**config.mk**
```make
export PLATFORM = sky130hd
export DESIGN_NAME = uart_axis_phy_flat
export DESIGN_NICKNAME = d
export VERILOG_FILES = /design/src/rtl/uart_phy_pkg.sv /design/src/rtl/axi_stream_if.sv /design/src/rtl/axis_byte_fifo.sv /design/src/rtl/uart_axis_phy.sv /design/src/flat_wrapper.sv
export SDC_FILE = /design/constraint.sdc
export NUM_CORES = 1
export LEC_CHECK = 0
export CORE_ASPECT_RATIO = 1.1
export CORE_MARGIN = 8
export CORE_UTILIZATION = 40
export DETAILED_ROUTE_END_ITERATION = 10
export PLACE_DENSITY = 0.63
export SETUP_SLACK_MARGIN = 0.5
export SLEW_MARGIN = 40
export SYNTH_ARGS = -nofsm -noshare
export SYNTH_HDL_FRONTEND = slang
export SYNTH_SLANG_ARGS = --single-unit
```
**constraint.sdc**
```tcl
create_clock -name clk -period 3.8 [get_ports clk]
set_input_delay 0.38 -clock clk [delete_from_list [all_inputs] [get_ports clk]]
set_output_delay 0.38 -clock clk [all_outputs]
set_load 0.02 [all_outputs]
```
**src/rtl/uart_phy_pkg.sv**
```systemverilog
// Shared types and helpers for the UART 8N1 PHY.
package uart_phy_pkg;

  localparam int UART_DATA_BITS  = 8;
  localparam int UART_FRAME_BITS = 10;  // start + 8 data + stop

  typedef enum logic [1:0] {
    RX_IDLE,
    RX_START,
    RX_DATA,
    RX_STOP
  } rx_state_e;

  typedef enum logic [1:0] {
    TX_IDLE,
    TX_START,
    TX_DATA,
    TX_STOP
  } tx_state_e;

  // Integer clocks per bit; any fractional remainder is dropped.
  function automatic int calc_clks_per_bit(input int clk_hz, input int baud);
    return clk_hz / baud;
  endfunction

endpackage

```
**src/rtl/axi_stream_if.sv**
```systemverilog
// Minimal AXI-Stream link: one beat per cycle when tvalid && tready.
interface axi_stream_if #(
  parameter int DATA_W = 8
);
  logic              tvalid;
  logic              tready;
  logic [DATA_W-1:0] tdata;
  logic              tlast;

  modport master (output tvalid, output tdata, output tlast, input tready);
  modport slave  (input tvalid, input tdata, input tlast, output tready);
endinterface

```
**src/rtl/axis_byte_fifo.sv**
```systemverilog
// Synchronous first-word-fall-through FIFO with an AXI-Stream read side.
// A push is accepted when not full, or when full with a pop in the same cycle.
// A push that finds no room is dropped and flagged one cycle later on overrun.
module axis_byte_fifo #(
  parameter int DEPTH = 8,
  parameter int WIDTH = 8
) (
  input  logic             clk,
  input  logic             rst_n,
  input  logic             push,
  input  logic [WIDTH-1:0] push_data,
  output logic             full,
  output logic             overrun,
  axi_stream_if.master     m_axis
);

  localparam int AW = $clog2(DEPTH);

  if (DEPTH < 2 || (1 << AW) != DEPTH) begin : g_bad_depth
    $error("axis_byte_fifo: DEPTH must be a power of two >= 2");
  end

  logic [WIDTH-1:0] mem [DEPTH];
  logic [AW:0]      wr_ptr, rd_ptr;
  logic             empty, pop, wr_en;

  // Extra pointer MSB distinguishes full from empty when the indices match.
  assign empty = (wr_ptr == rd_ptr);
  assign full  = (wr_ptr[AW] != rd_ptr[AW]) && (wr_ptr[AW-1:0] == rd_ptr[AW-1:0]);
  assign pop   = m_axis.tvalid && m_axis.tready;
  assign wr_en = push && (!full || pop);

  assign m_axis.tvalid = !empty;
  assign m_axis.tdata  = mem[rd_ptr[AW-1:0]];
  assign m_axis.tlast  = 1'b0;

  // Storage write; no reset needed since reads are gated by the pointers.
  always_ff @(posedge clk) begin
    if (wr_en) mem[wr_ptr[AW-1:0]] <= push_data;
  end

  // Pointer update and dropped-push flag.
  always_ff @(posedge clk) begin
    if (!rst_n) begin
      wr_ptr  <= '0;
      rd_ptr  <= '0;
      overrun <= 1'b0;
    end else begin
      if (wr_en) wr_ptr <= wr_ptr + 1'b1;
      if (pop)   rd_ptr <= rd_ptr + 1'b1;
      overrun <= push && full && !pop;
    end
  end

endmodule

```
**src/rtl/uart_axis_phy.sv**
```systemverilog
// UART 8N1 PHY: serial rx -> byte FIFO -> rx_axis, tx_axis -> serial tx.
module uart_axis_phy
  import uart_phy_pkg::*;
#(
  parameter int CLK_FREQ_HZ   = 50_000_000,
  parameter int BAUD_RATE     = 115_200,
  parameter int RX_FIFO_DEPTH = 8
) (
  input  logic         clk,
  input  logic         rst_n,
  input  logic         uart_rx_i,
  output logic         uart_tx_o,
  axi_stream_if.master rx_axis,
  axi_stream_if.slave  tx_axis,
  output logic         rx_frame_err,
  output logic         rx_overrun
);

  localparam int          CLKS_PER_BIT = calc_clks_per_bit(CLK_FREQ_HZ, BAUD_RATE);
  localparam logic [15:0] BIT_LAST     = 16'(CLKS_PER_BIT - 1);
  localparam logic [15:0] HALF_LAST    = 16'(CLKS_PER_BIT / 2 - 1);
  localparam logic [2:0]  IDX_LAST     = 3'(UART_DATA_BITS - 1);

  if (CLKS_PER_BIT < 4 || UART_FRAME_BITS != UART_DATA_BITS + 2) begin : g_bad_baud
    $error("uart_axis_phy: CLKS_PER_BIT must be >= 4");
  end

  // ---------------- RX ----------------
  logic                      rx_meta, rx_sync;
  rx_state_e                 rx_state, rx_state_nxt;
  logic [15:0]               rx_cnt, rx_cnt_nxt;
  logic [2:0]                rx_idx, rx_idx_nxt;
  logic [UART_DATA_BITS-1:0] rx_shift, rx_shift_nxt;
  logic                      rx_push, rx_ferr_nxt;
  logic                      unused_fifo_full;

  // Two-flop synchronizer; idle-high reset avoids a false start bit.
  always_ff @(posedge clk) begin
    if (!rst_n) begin
      rx_meta <= 1'b1;
      rx_sync <= 1'b1;
    end else begin
      rx_meta <= uart_rx_i;
      rx_sync <= rx_meta;
    end
  end

  // RX state register, bit timing and framing-error pulse.
  always_ff @(posedge clk) begin
    if (!rst_n) begin
      rx_state     <= RX_IDLE;
      rx_cnt       <= '0;
      rx_idx       <= '0;
      rx_shift     <= '0;
      rx_frame_err <= 1'b0;
    end else begin
      rx_state     <= rx_state_nxt;
      rx_cnt       <= rx_cnt_nxt;
      rx_idx       <= rx_idx_nxt;
      rx_shift     <= rx_shift_nxt;
      rx_frame_err <= rx_ferr_nxt;
    end
  end

  // RX next state: mid-bit sampling, LSB first; stop sample returns to idle at once.
  always_comb begin
    rx_state_nxt = rx_state;
    rx_cnt_nxt   = rx_cnt + 16'd1;
    rx_idx_nxt   = rx_idx;
    rx_shift_nxt = rx_shift;
    rx_push      = 1'b0;
    rx_ferr_nxt  = 1'b0;
    case (rx_state)
      RX_IDLE: begin
        rx_cnt_nxt = '0;
        if (!rx_sync) rx_state_nxt = RX_START;
      end
      RX_START: begin
        if (rx_cnt == HALF_LAST) begin
          rx_cnt_nxt   = '0;
          rx_idx_nxt   = '0;
          rx_state_nxt = rx_sync ? RX_IDLE : RX_DATA;  // high here = glitch
        end
      end
      RX_DATA: begin
        if (rx_cnt == BIT_LAST) begin
          rx_cnt_nxt   = '0;
          rx_shift_nxt = {rx_sync, rx_shift[UART_DATA_BITS-1:1]};
          rx_idx_nxt   = rx_idx + 3'd1;
          if (rx_idx == IDX_LAST) rx_state_nxt = RX_STOP;
        end
      end
      RX_STOP: begin
        if (rx_cnt == BIT_LAST) begin
          rx_cnt_nxt   = '0;
          rx_state_nxt = RX_IDLE;
          rx_push      = rx_sync;
          rx_ferr_nxt  = !rx_sync;
        end
      end
      default: rx_state_nxt = RX_IDLE;
    endcase
  end

  axis_byte_fifo #(
    .DEPTH (RX_FIFO_DEPTH),
    .WIDTH (UART_DATA_BITS)
  ) u_rx_fifo (
    .clk       (clk),
    .rst_n     (rst_n),
    .push      (rx_push),
    .push_data (rx_shift),
    .full      (unused_fifo_full),
    .overrun   (rx_overrun),
    .m_axis    (rx_axis)
  );

  // ---------------- TX ----------------
  tx_state_e                 tx_state, tx_state_nxt;
  logic [15:0]               tx_cnt, tx_cnt_nxt;
  logic [2:0]                tx_idx, tx_idx_nxt;
  logic [UART_DATA_BITS-1:0] tx_shift, tx_shift_nxt;
  logic                      tx_line_nxt;
  logic                      unused_tlast;

  // The link is an unframed byte stream, so incoming tlast carries no meaning.
  assign unused_tlast   = tx_axis.tlast;
  assign tx_axis.tready = (tx_state == TX_IDLE) && rst_n;

  // TX state register; the line itself is registered so it never glitches.
  always_ff @(posedge clk) begin
    if (!rst_n) begin
      tx_state  <= TX_IDLE;
      tx_cnt    <= '0;
      tx_idx    <= '0;
      tx_shift  <= '0;
      uart_tx_o <= 1'b1;
    end else begin
      tx_state  <= tx_state_nxt;
      tx_cnt    <= tx_cnt_nxt;
      tx_idx    <= tx_idx_nxt;
      tx_shift  <= tx_shift_nxt;
      uart_tx_o <= tx_line_nxt;
    end
  end

  // TX next state: the line level for the coming bit is chosen on each bit boundary.
  always_comb begin
    tx_state_nxt = tx_state;
    tx_cnt_nxt   = tx_cnt + 16'd1;
    tx_idx_nxt   = tx_idx;
    tx_shift_nxt = tx_shift;
    tx_line_nxt  = uart_tx_o;
    case (tx_state)
      TX_IDLE: begin
        tx_cnt_nxt  = '0;
        tx_line_nxt = 1'b1;
        if (tx_axis.tvalid && tx_axis.tready) begin
          tx_shift_nxt = tx_axis.tdata;
          tx_idx_nxt   = '0;
          tx_state_nxt = TX_START;
          tx_line_nxt  = 1'b0;
        end
      end
      TX_START: begin
        if (tx_cnt == BIT_LAST) begin
          tx_cnt_nxt   = '0;
          tx_state_nxt = TX_DATA;
          tx_line_nxt  = tx_shift[0];
        end
      end
      TX_DATA: begin
        if (tx_cnt == BIT_LAST) begin
          tx_cnt_nxt   = '0;
          tx_idx_nxt   = tx_idx + 3'd1;
          tx_shift_nxt = {1'b1, tx_shift[UART_DATA_BITS-1:1]};
          if (tx_idx == IDX_LAST) begin
            tx_state_nxt = TX_STOP;
            tx_line_nxt  = 1'b1;
          end else begin
            tx_line_nxt  = tx_shift[1];
          end
        end
      end
      TX_STOP: begin
        if (tx_cnt == BIT_LAST) begin
          tx_cnt_nxt   = '0;
          tx_state_nxt = TX_IDLE;
          tx_line_nxt  = 1'b1;
        end
      end
      default: tx_state_nxt = TX_IDLE;
    endcase
  end

endmodule

```
**src/flat_wrapper.sv**
```systemverilog
// flat-port wrapper written by rule: the top's interface ports become plain ports
module uart_axis_phy_flat import uart_phy_pkg::*;
#(
  parameter int CLK_FREQ_HZ   = 50_000_000,
  parameter int BAUD_RATE     = 115_200,
  parameter int RX_FIFO_DEPTH = 8
)
  (clk, rst_n, uart_rx_i, uart_tx_o, rx_frame_err, rx_overrun, rx_axis_tvalid, rx_axis_tdata, rx_axis_tlast, rx_axis_tready, tx_axis_tvalid, tx_axis_tdata, tx_axis_tlast, tx_axis_tready);
  axi_stream_if #(.DATA_W(8)) rx_axis_i ();
  axi_stream_if #(.DATA_W(8)) tx_axis_i ();
  input  logic clk;
  input  logic rst_n;
  input  logic uart_rx_i;
  output logic uart_tx_o;
  output logic rx_frame_err;
  output logic rx_overrun;
  output wire logic [$bits(rx_axis_i.tvalid)-1:0] rx_axis_tvalid;
  output wire logic [$bits(rx_axis_i.tdata)-1:0] rx_axis_tdata;
  output wire logic [$bits(rx_axis_i.tlast)-1:0] rx_axis_tlast;
  input wire logic [$bits(rx_axis_i.tready)-1:0] rx_axis_tready;
  input wire logic [$bits(tx_axis_i.tvalid)-1:0] tx_axis_tvalid;
  input wire logic [$bits(tx_axis_i.tdata)-1:0] tx_axis_tdata;
  input wire logic [$bits(tx_axis_i.tlast)-1:0] tx_axis_tlast;
  output wire logic [$bits(tx_axis_i.tready)-1:0] tx_axis_tready;
  assign rx_axis_tvalid = rx_axis_i.tvalid;
  assign rx_axis_tdata = rx_axis_i.tdata;
  assign rx_axis_tlast = rx_axis_i.tlast;
  assign rx_axis_i.tready = rx_axis_tready;
  assign tx_axis_i.tvalid = tx_axis_tvalid;
  assign tx_axis_i.tdata = tx_axis_tdata;
  assign tx_axis_i.tlast = tx_axis_tlast;
  assign tx_axis_tready = tx_axis_i.tready;
  uart_axis_phy #(.CLK_FREQ_HZ(CLK_FREQ_HZ), .BAUD_RATE(BAUD_RATE), .RX_FIFO_DEPTH(RX_FIFO_DEPTH)) u_core (.clk(clk), .rst_n(rst_n), .uart_rx_i(uart_rx_i), .uart_tx_o(uart_tx_o), .rx_axis(rx_axis_i), .tx_axis(tx_axis_i), .rx_frame_err(rx_frame_err), .rx_overrun(rx_overrun));
endmodule
```
==> results.yml, run 1 <==
timing:
  rsz0062_at_grt: "no"
  slew_viol_final: 0
  relSlewSlack_pct: 50.06
  setup_tns_ps: 0
  tightest_slew_ps: 748.1
  clock.fmax_ghz: 0.3536
  finalCritPeriodShare_pct: 74.43
  skew_ps: 7.030
  finalCriticalPeriod_ps: 2828
  hold_violations: 0
  setup_violations: 0
detailed_routing:
  ant_nets: 0
  drc: 0
  first_iter_violations: 226
  via_per_inst: 5.397
  route.detailed.wl_per_inst_microns: 15.74
  drt-total-wl_mm: 11.93
  vias: 4091
  drt_pass1_iterations: 4
global_routing:
  grt_pass1_wl_mm: 20.00
  first_global_vias: 3916
  grt-ovfl-total: 0
  track_usage_pct: 12.69
  antenna_found_initial: 0
  grt_max_degree: 35
clock_tree:
  cts_resized: 0
  cts_root_buffer: "clkbuf_16"
  clock_latency_ps: 410
  cts.sinks: 138
  cts_hold_buffers: 0
  numCtsBuffers: 17
  post_cts_buffers: 0
  clock_path_buffers: 2
  htree_levels: 4
  cts_tree: "built"
  clkTransAtPathRegs_ps: 50
finish:
  fin_nets: 580
  layout-drive-gt1-share_pct: 13.70
  num_antenna_cells: 0
  layout_commonest_cell: "dfxtp_1"
  layout.cells.non_filler: 758
  utilization_pct: 47.52
  syn_to_final_growth_pct: 16.44
  most-common-layout-cells: "74 x dfxtp_1, 64 x edfxtp_1, 47 x nand3_1"
  final_cell_area_sq_um: 7126
die:
  start_util_pct: 40.81
  coreArea_sq_um: 15000
  die_y_microns: 145.7
  fp.dieArea_sq_um: 19520
  placementRows: 47
  num_io_pins: 28
  fp.dieW_microns: 133.9
critical_path:
  required_ps: 3420
  arrival_ps: 2450
  regToRegSetupSlack_ps: 1040
  critPathKind: "reg2out"
  cp-end-kind: "primary output"
  worst-path-max-fanout: 10
  r2r_start: "u_core.rx_cnt[4]"
  reg2reg_depth: 5
  r2r-end: "u_core.u_rx_fifo.mem[2][7]"
  crit_path_start_kind: "register"
synthesis:
  synth_top_area_share_pct: 31.40
  synth_area_sq_um: 6120
  ys_seq_area_share_pct: 55.61
  syn_area_per_cell_sq_um: 11.61
  syn_nets: 557
  synth_top_area_cell: "edfxtp_1"
  synth_ff_type: "dfxtp_1"
  yosysWarningCount: 0
  synthTopCellsByArea: "edfxtp_1 31%, dfxtp_1 24%, mux4_2 5.9%, nand3_1 3.8%, ha_1 3.3%"
  synth_enable_flop_cells: 64
  ys_ff_latch: 138
  synth.distinct_cells: 59
  asyncSetResetFlopFracSynth_pct: 0
  synth_cells: 527
placement:
  dp.cells: 727
  io_buffers: 25
  gp_congestion: 0.7913
  dpl-instance-area_sq_um: 6568
  dp_hpwl_mm: 8.018
outcome:
  status: "completed"
min_path:
  whs_endpoint: "u_core.rx_sync"
  hp-class: "reg2reg"
  hold_start: "u_core.rx_meta"
  hold_depth: 1
pwr:
  p_leak_nw: 2.275
  pwr_density_cell_nw_per_um2: 486.9
  vdd_drop_max_uv: 250.1
run:
  maxCapViolations: 0
critical path, cell delays in order (launching register included):
cell	delay, ps
dfxtp_1	510
xor2_1	160
nor3_1	610
nand2_1	170
clkdlybuf4s50_1	590
flip-flops by register name, indices dropped and copies added, names as in the netlist, named ones only:
name and flops:
u_core.rx_cnt 16, u_core.rx_frame_err 1, u_core.rx_idx 3, u_core.rx_meta 1, u_core.rx_shift 8, u_core.rx_state 1
u_core.rx_sync 1, u_core.tx_cnt 16, u_core.tx_idx 3, u_core.tx_shift 8, u_core.tx_state 2, u_core.u_rx_fifo.mem 64
u_core.u_rx_fifo.overrun 1, u_core.u_rx_fifo.rd_ptr 4, u_core.u_rx_fifo.wr_ptr 4, u_core.uart_tx_o 1
where the power goes:
group | total (W) | internal [W] | switching [W]
sequential | 0.00161 | 0.00158 | 0.0000318
clock | 0.00155 | 0.000954 | 0.000595
combinational | 0.000312 | 0.000131 | 0.000181
synth_stat cells (3+ instances only):
library cell and count:
ha_1 16, nor4_1 9, inv_1 12, nor3_1 25, buf_4 3, or3_1 9
nand2_1 33, nand3_1 47, and3_1 3, nand2b_1 9, o21ai_0 16, dfxtp_1 74
a211oi_1 8, a21oi_1 15, a31oi_1 7, xor2_1 13, nor2_1 26, nor4b_1 4
mux2_2 8, buf_1 5, edfxtp_1 64, mux4_2 16, or4_4 3, xnor2_1 16
clkbuf_1 19, a22oi_1 7, nand4_1 9, mux2i_1 7, and4_1 4
metrics by stage:
| stage | hold WS, ps | total power (W) | setup slack (ps) |
|---|---|---|---|
| after floorplan | 386.3 | 0.001873 | 1090 |
| after global placement | 391.9 | 0.001940 | 1105 |
| after detailed placement | 395.6 | 0.001953 | 1079 |
| after CTS | 408.6 | 0.003511 | 928.4 |
| after global routing | 439.3 | 0.003630 | 676.2 |
| final | 405.1 | 0.003469 | 971.6 |
worst max-delay path by stage:
stage                                     startpoint                         end  slack (ps)
final                     u_core.u_rx_fifo.wr_ptr[1]              rx_axis_tvalid         970
after global routing                u_core.rx_cnt[4]  u_core.u_rx_fifo.mem[3][6]         680
after CTS                                   register            rx_axis_tdata[2]         930
after detailed placement            u_core.rx_cnt[4]  u_core.u_rx_fifo.mem[3][5]        1080
after global placement              u_core.rx_cnt[4]  u_core.u_rx_fifo.mem[3][5]        1110
after floorplan                     u_core.rx_cnt[5]  u_core.u_rx_fifo.mem[2][0]        1090
layout make-up:
class,count,area [sq um]
repair buffers,35,325.3
clock buffers,18,429.2
flip-flops and latches,138,3403
well taps,196,245.2
inverters,12,45.04
clock inverters,13,128.9
fillers,1336,7870
multi-input cells,346,2549
cell families after synthesis:
family / Yosys count / share of synthesized area, %
AND/OR/NAND/NOR: 196 / 17.40
multiplexers: 31 / 8.506
XOR/XNOR: 29 / 4.150
flip-flops: 138 / 55.61
adder cells (fa/ha/maj): 16 / 3.271
other: 1 / 0.06128
AO/OA/AOI/OAI: 73 / 7.994
buffers and inverters: 43 / 3.005
layer usage:
metal  GRT usage (%)  vias up  part of all wire [%]
li1                -     2030                     -
met1           15.56     1986                    45
met2           20.93       58                    50
met3           2.970       17                   3.3
met4           5.340        0                   1.6
met5               0        -                     0
No activity file was read; power rests on OpenSTA's default activity.
==> run 2, diff against run 1 <==
- clock period: 3.8 -> 2.8 ns (I/O delays scaled with it)
==> results.yml, run 2 (synthesis results as in run 1) <==
timing:
  clock.fmax_ghz: 0.4426
  relSlewSlack_pct: 52.46
  skew_ps: 9.254
  finalCriticalPeriod_ps: 2260
  hold_slack_ps: 404.9
  hold_violations: 0
  setup_tns_ps: 0
  rsz0062_at_grt: "yes"
  tightest_slew_ps: 712.9
  slew_viol_final: 0
  setup_violations: 0
  finalCritPeriodShare_pct: 80.70
finish:
  syn_to_final_growth_pct: 19.46
  num_antenna_cells: 0
  layout-drive-gt1-share_pct: 19.30
  fin_nets: 592
  layout_commonest_cell: "dfxtp_1"
  largest_reg_flops: 64
  layout.cells.non_filler: 771
  most-common-layout-cells: "68 x dfxtp_1, 64 x edfxtp_1, 46 x nand3_1"
  fillers: 1344
detailed_routing:
  drc: 0
  vias: 4205
  first_iter_violations: 313
  ant_nets: 0
  route.detailed.wl_per_inst_microns: 16.12
  drt_pass1_iterations: 5
  via_per_inst: 5.454
  drt-total-wl_mm: 12.43
critical_path:
  crit_path_start_kind: "register"
  arrival_ps: 1980
  critPathKind: "reg2out"
  cp-end-kind: "primary output"
  required_ps: 2520
  worst-path-max-fanout: 7
global_routing:
  track_usage_pct: 12.95
  grt-ovfl-total: 0
  grt_max_degree: 23
  grt_pass1_wl_mm: 20.24
  first_global_vias: 4091
  antenna_found_initial: 0
placement:
  gp_congestion: 0.8151
  io_buffers: 25
  dp.cells: 736
  dp_hpwl_mm: 8.198
die:
  fp.dieArea_sq_um: 19520
  num_io_pins: 28
  die_y_microns: 145.7
  placementRows: 47
  coreArea_sq_um: 15000
  start_util_pct: 40.81
  fp.dieW_microns: 133.9
run:
  maxCapViolations: 0
clock_tree:
  clkTransAtPathRegs_ps: 60
  clock_path_buffers: 2
  htree_levels: 4
  cts.sinks: 138
  cts_hold_buffers: 0
  clock_latency_ps: 410
  cts_tree: "built"
  numCtsBuffers: 17
  cts_root_buffer: "clkbuf_16"
min_path:
  hp-class: "reg2reg"
outcome:
  status: "completed"
pwr:
  vdd_drop_max_uv: 357.8
  p_leak_nw: 2.360
  pwr_density_cell_nw_per_um2: 654.7
-- run 2: changes by cell type in the layout (fill, tap and decap cells not counted), moves of 6 or more --
| cell | change |
|---|---|
| dfxtp_1 | -6 |
| clkdlybuf4s50_1 | -9 |
| buf_2 | +6 |
| buf_4 | +8 |
-- run 2: path summary, 6_finish.rpt --
path                               from                          to  slack, ps  depth (start not counted)
max                            register            rx_axis_tdata[7]        540                          5
min                      u_core.rx_meta              u_core.rx_sync        400                          1
max reg2reg  u_core.u_rx_fifo.wr_ptr[2]  u_core.u_rx_fifo.mem[3][1]        580                          6
min reg2reg              u_core.rx_meta              u_core.rx_sync        400                          1
-- run 2: layout make-up --
cell class	instances	area [sq um]	share of cell area [%]
timing repair buffer	47	429.2	5.870
tap	196	245.2	3.354
sequential	138	3418	46.76
clock buffer	18	429.2	5.870
clock inverter	14	146.4	2.002
inverter	12	45.04	0.6161
multi-input combinational	346	2597	35.53
-- run 2: metal layers --
metal,part of all wire (%),track usage [%],vias up
li1,-,-,2054
met1,44,14.76,2058
met2,51,22.16,80
met3,3.1,3.867,13
met4,1.3,5.171,0
met5,0,0,-
-- run 2: power by group --
group	internal [W]	switching [W]	total, W
clock	0.00131	0.000859	0.00217
sequential	0.00214	0.0000415	0.00218
combinational	0.000185	0.000250	0.000436
-- run 2: critical path, cell delays in order, from the launching register on --
cell and delay, ps:
dfxtp_4 400, buf_12 150, buf_12 100, mux4_2 480, mux2_2 280, buf_2 160
-- run 2: repair_timing --
action | in CTS | in global routing
setup endpoints to repair | 65 | 68
pin swaps | 0 | 3
hold endpoints to repair | 0 | 0
resized for setup | 38 | 17
gates cloned | 1 | 0
setup buffers | 1 | 1
-- run 2: stage by stage --
stage | setup slack (ps) | total power (W) | instance area (sq um) | util (%)
after floorplan | 312.0 | 0.002542 | 6145 | -
after global placement | 449.1 | 0.002638 | 6644 | 44.31
after detailed placement | 399.0 | 0.002654 | 6648 | 44.33
after CTS | 405.7 | 0.004823 | 7259 | 48.41
after global routing | 467.6 | 0.004971 | 7311 | 48.75
final | 540.4 | 0.004786 | 7311 | 48.75
==> run 3, diff against run 2 <==
- clock period: 2.8 -> 2.35 ns (I/O delays scaled with it)
==> results.yml, run 3 (synthesis results as in run 1) <==
detailed_routing:
  drt_pass1_iterations: 4
  drt-total-wl_mm: 13.61
  vias: 4414
  ant_nets: 0
  drc: 0
  first_iter_violations: 236
  route.detailed.wl_per_inst_microns: 16.78
  via_per_inst: 5.443
min_path:
  hold_depth: 2
  hold_start: "uart_rx_i"
  whs_endpoint: "u_core.rx_meta"
  hp-class: "in2reg"
finish:
  layout-drive-gt1-share_pct: 33.82
  layout.cells.non_filler: 811
  largest_reg_flops: 64
  fin_nets: 632
  layout_commonest_cell: "edfxtp_1"
  num_antenna_cells: 0
  syn_to_final_growth_pct: 34.94
  utilization_pct: 55.07
  most-common-layout-cells: "64 x edfxtp_1, 59 x dfxtp_1, 40 x buf_4"
global_routing:
  first_global_vias: 4400
  antenna_found_initial: 0
  grt-ovfl-total: 0
  grt_max_degree: 25
  track_usage_pct: 13.84
  grt_pass1_wl_mm: 21.65
timing:
  timing.final.ws_setup_ps: 147.7
  clock.fmax_ghz: 0.4541
  setup_tns_ps: 0
  finalCriticalPeriod_ps: 2202
  slew_viol_final: 0
  skew_ps: 9.455
  finalCritPeriodShare_pct: 93.71
  rsz0062_at_grt: "yes"
  setup_violations: 0
  relSlewSlack_pct: 29.08
  tightest_slew_ps: 1064
  hold_violations: 0
placement:
  io_buffers: 25
  gp_congestion: 0.8423
  dp.cells: 750
  dp_hpwl_mm: 8.518
  dp_slack_ps: 91.76
clock_tree:
  cts_tree: "built"
  clock_path_buffers: 2
  clock_latency_ps: 420
  htree_levels: 4
  cts_root_buffer: "clkbuf_16"
  clkTransAtPathRegs_ps: 60
  numCtsBuffers: 17
  cts.sinks: 138
critical_path:
  critical-path-max-stage-delay_ps: 510
  cpMostUsedCell: "buf_12"
  crit_slowest_cell: "a2111o_2"
  regToRegSetupSlack_ps: 150
  crit_path_start_kind: "register"
  critPathKind: "reg2reg"
  r2r-end: "u_core.u_rx_fifo.mem[0][2]"
  reg2reg_depth: 7
  r2r_start: "u_core.rx_cnt[0]"
  required_ps: 2490
  worst-path-max-fanout: 8
  cp-end-kind: "register"
  arrival_ps: 2340
  path_cells: "ha_4, nor2b_4, nand3_2, a2111o_2, buf_12, nor4_4, buf_12"
pwr:
  pwr_density_cell_nw_per_um2: 742.3
  vdd_drop_max_uv: 401.8
  p_leak_nw: 2.734
die:
  start_util_pct: 40.81
  placementRows: 47
  fp.dieArea_sq_um: 19520
  fp.dieW_microns: 133.9
  num_io_pins: 28
  coreArea_sq_um: 15000
  die_y_microns: 145.7
run:
  maxCapViolations: 0
outcome:
  status: "completed"
## run 3: cell types whose count changed in the layout (fill, tap and decap cells not counted), sizes merged
cell,change
bufinv,+3
inv,-1
clkdlybuf4s15,+1
clkdlybuf4s50,-1
clkinvlp,-2
clkbuf,-1
buf,+42
dlygate4sd2,-1
## run 3: timing repair
item                                    CTS  global route
endpoints found under the hold margin     0             0
cloned                                    2             1
buffers inserted                         15            11
hold buffers                              0             0
endpoints found under the setup margin  121           125
gates resized for setup                 105            45
pin swaps                                21            21
## run 3: worst max path at each step
stage	start	to	cells after the start
final	u_core.rx_cnt[0]	u_core.u_rx_fifo.mem[0][2]	7
after global routing	u_core.rx_cnt[14]	u_core.u_rx_fifo.mem[0][7]	6
after CTS	register	rx_axis_tdata[0]	5
after detailed placement	u_core.rx_cnt[0]	u_core.u_rx_fifo.mem[1][5]	7
after global placement	u_core.rx_cnt[0]	u_core.u_rx_fifo.mem[4][5]	7
after floorplan	u_core.rx_cnt[6]	u_core.u_rx_fifo.mem[2][0]	5
## run 3: routing by layer
layer  vias up  wire length, microns  global-route usage [%]
li1       2133                     -                       -
met5         -                     0                       0
met4         0                   191                   5.509
met2        61                  7019                   23.60
met1      2200                  5929                   16.09
met3        20                   466                   3.764
## run 3: worst max-delay path: cells and delay by family, from the launching register on
family	cells	cell delay, ps
AO/OA/AOI/OAI	1	510
flip-flops	1	390
buffers and inverters	2	340
adder cells (fa/ha/maj)	1	150
AND/OR/NAND/NOR	3	520
## run 3: power breakdown
group,total [W],switching (W),internal [W]
combinational,0.000607,0.000340,0.000267
sequential,0.00261,0.0000561,0.00255
clock,0.00292,0.00103,0.00189
total,0.00613,0.00142,0.00470
## run 3: metrics by stage
stage	cell area (sq um)	power [W]	hold WS, ps
after CTS	7988	0.006124	376.7
after global placement	6983	0.003173	393.2
after detailed placement	6987	0.003187	407.8
after global routing	8258	0.006333	403.6
final	8258	0.006130	385.3
after floorplan	6325	0.003052	336.5
## run 3: cell type report
type / instances / area (sq um)
well taps: 196 / 245.2
clock inverters: 14 / 217.7
repair buffers: 87 / 908.4
multi-input cells: 346 / 2978
fillers: 1227 / 6738
clock buffers: 18 / 429.2
inverters: 12 / 45.04
flip-flops and latches: 138 / 3435
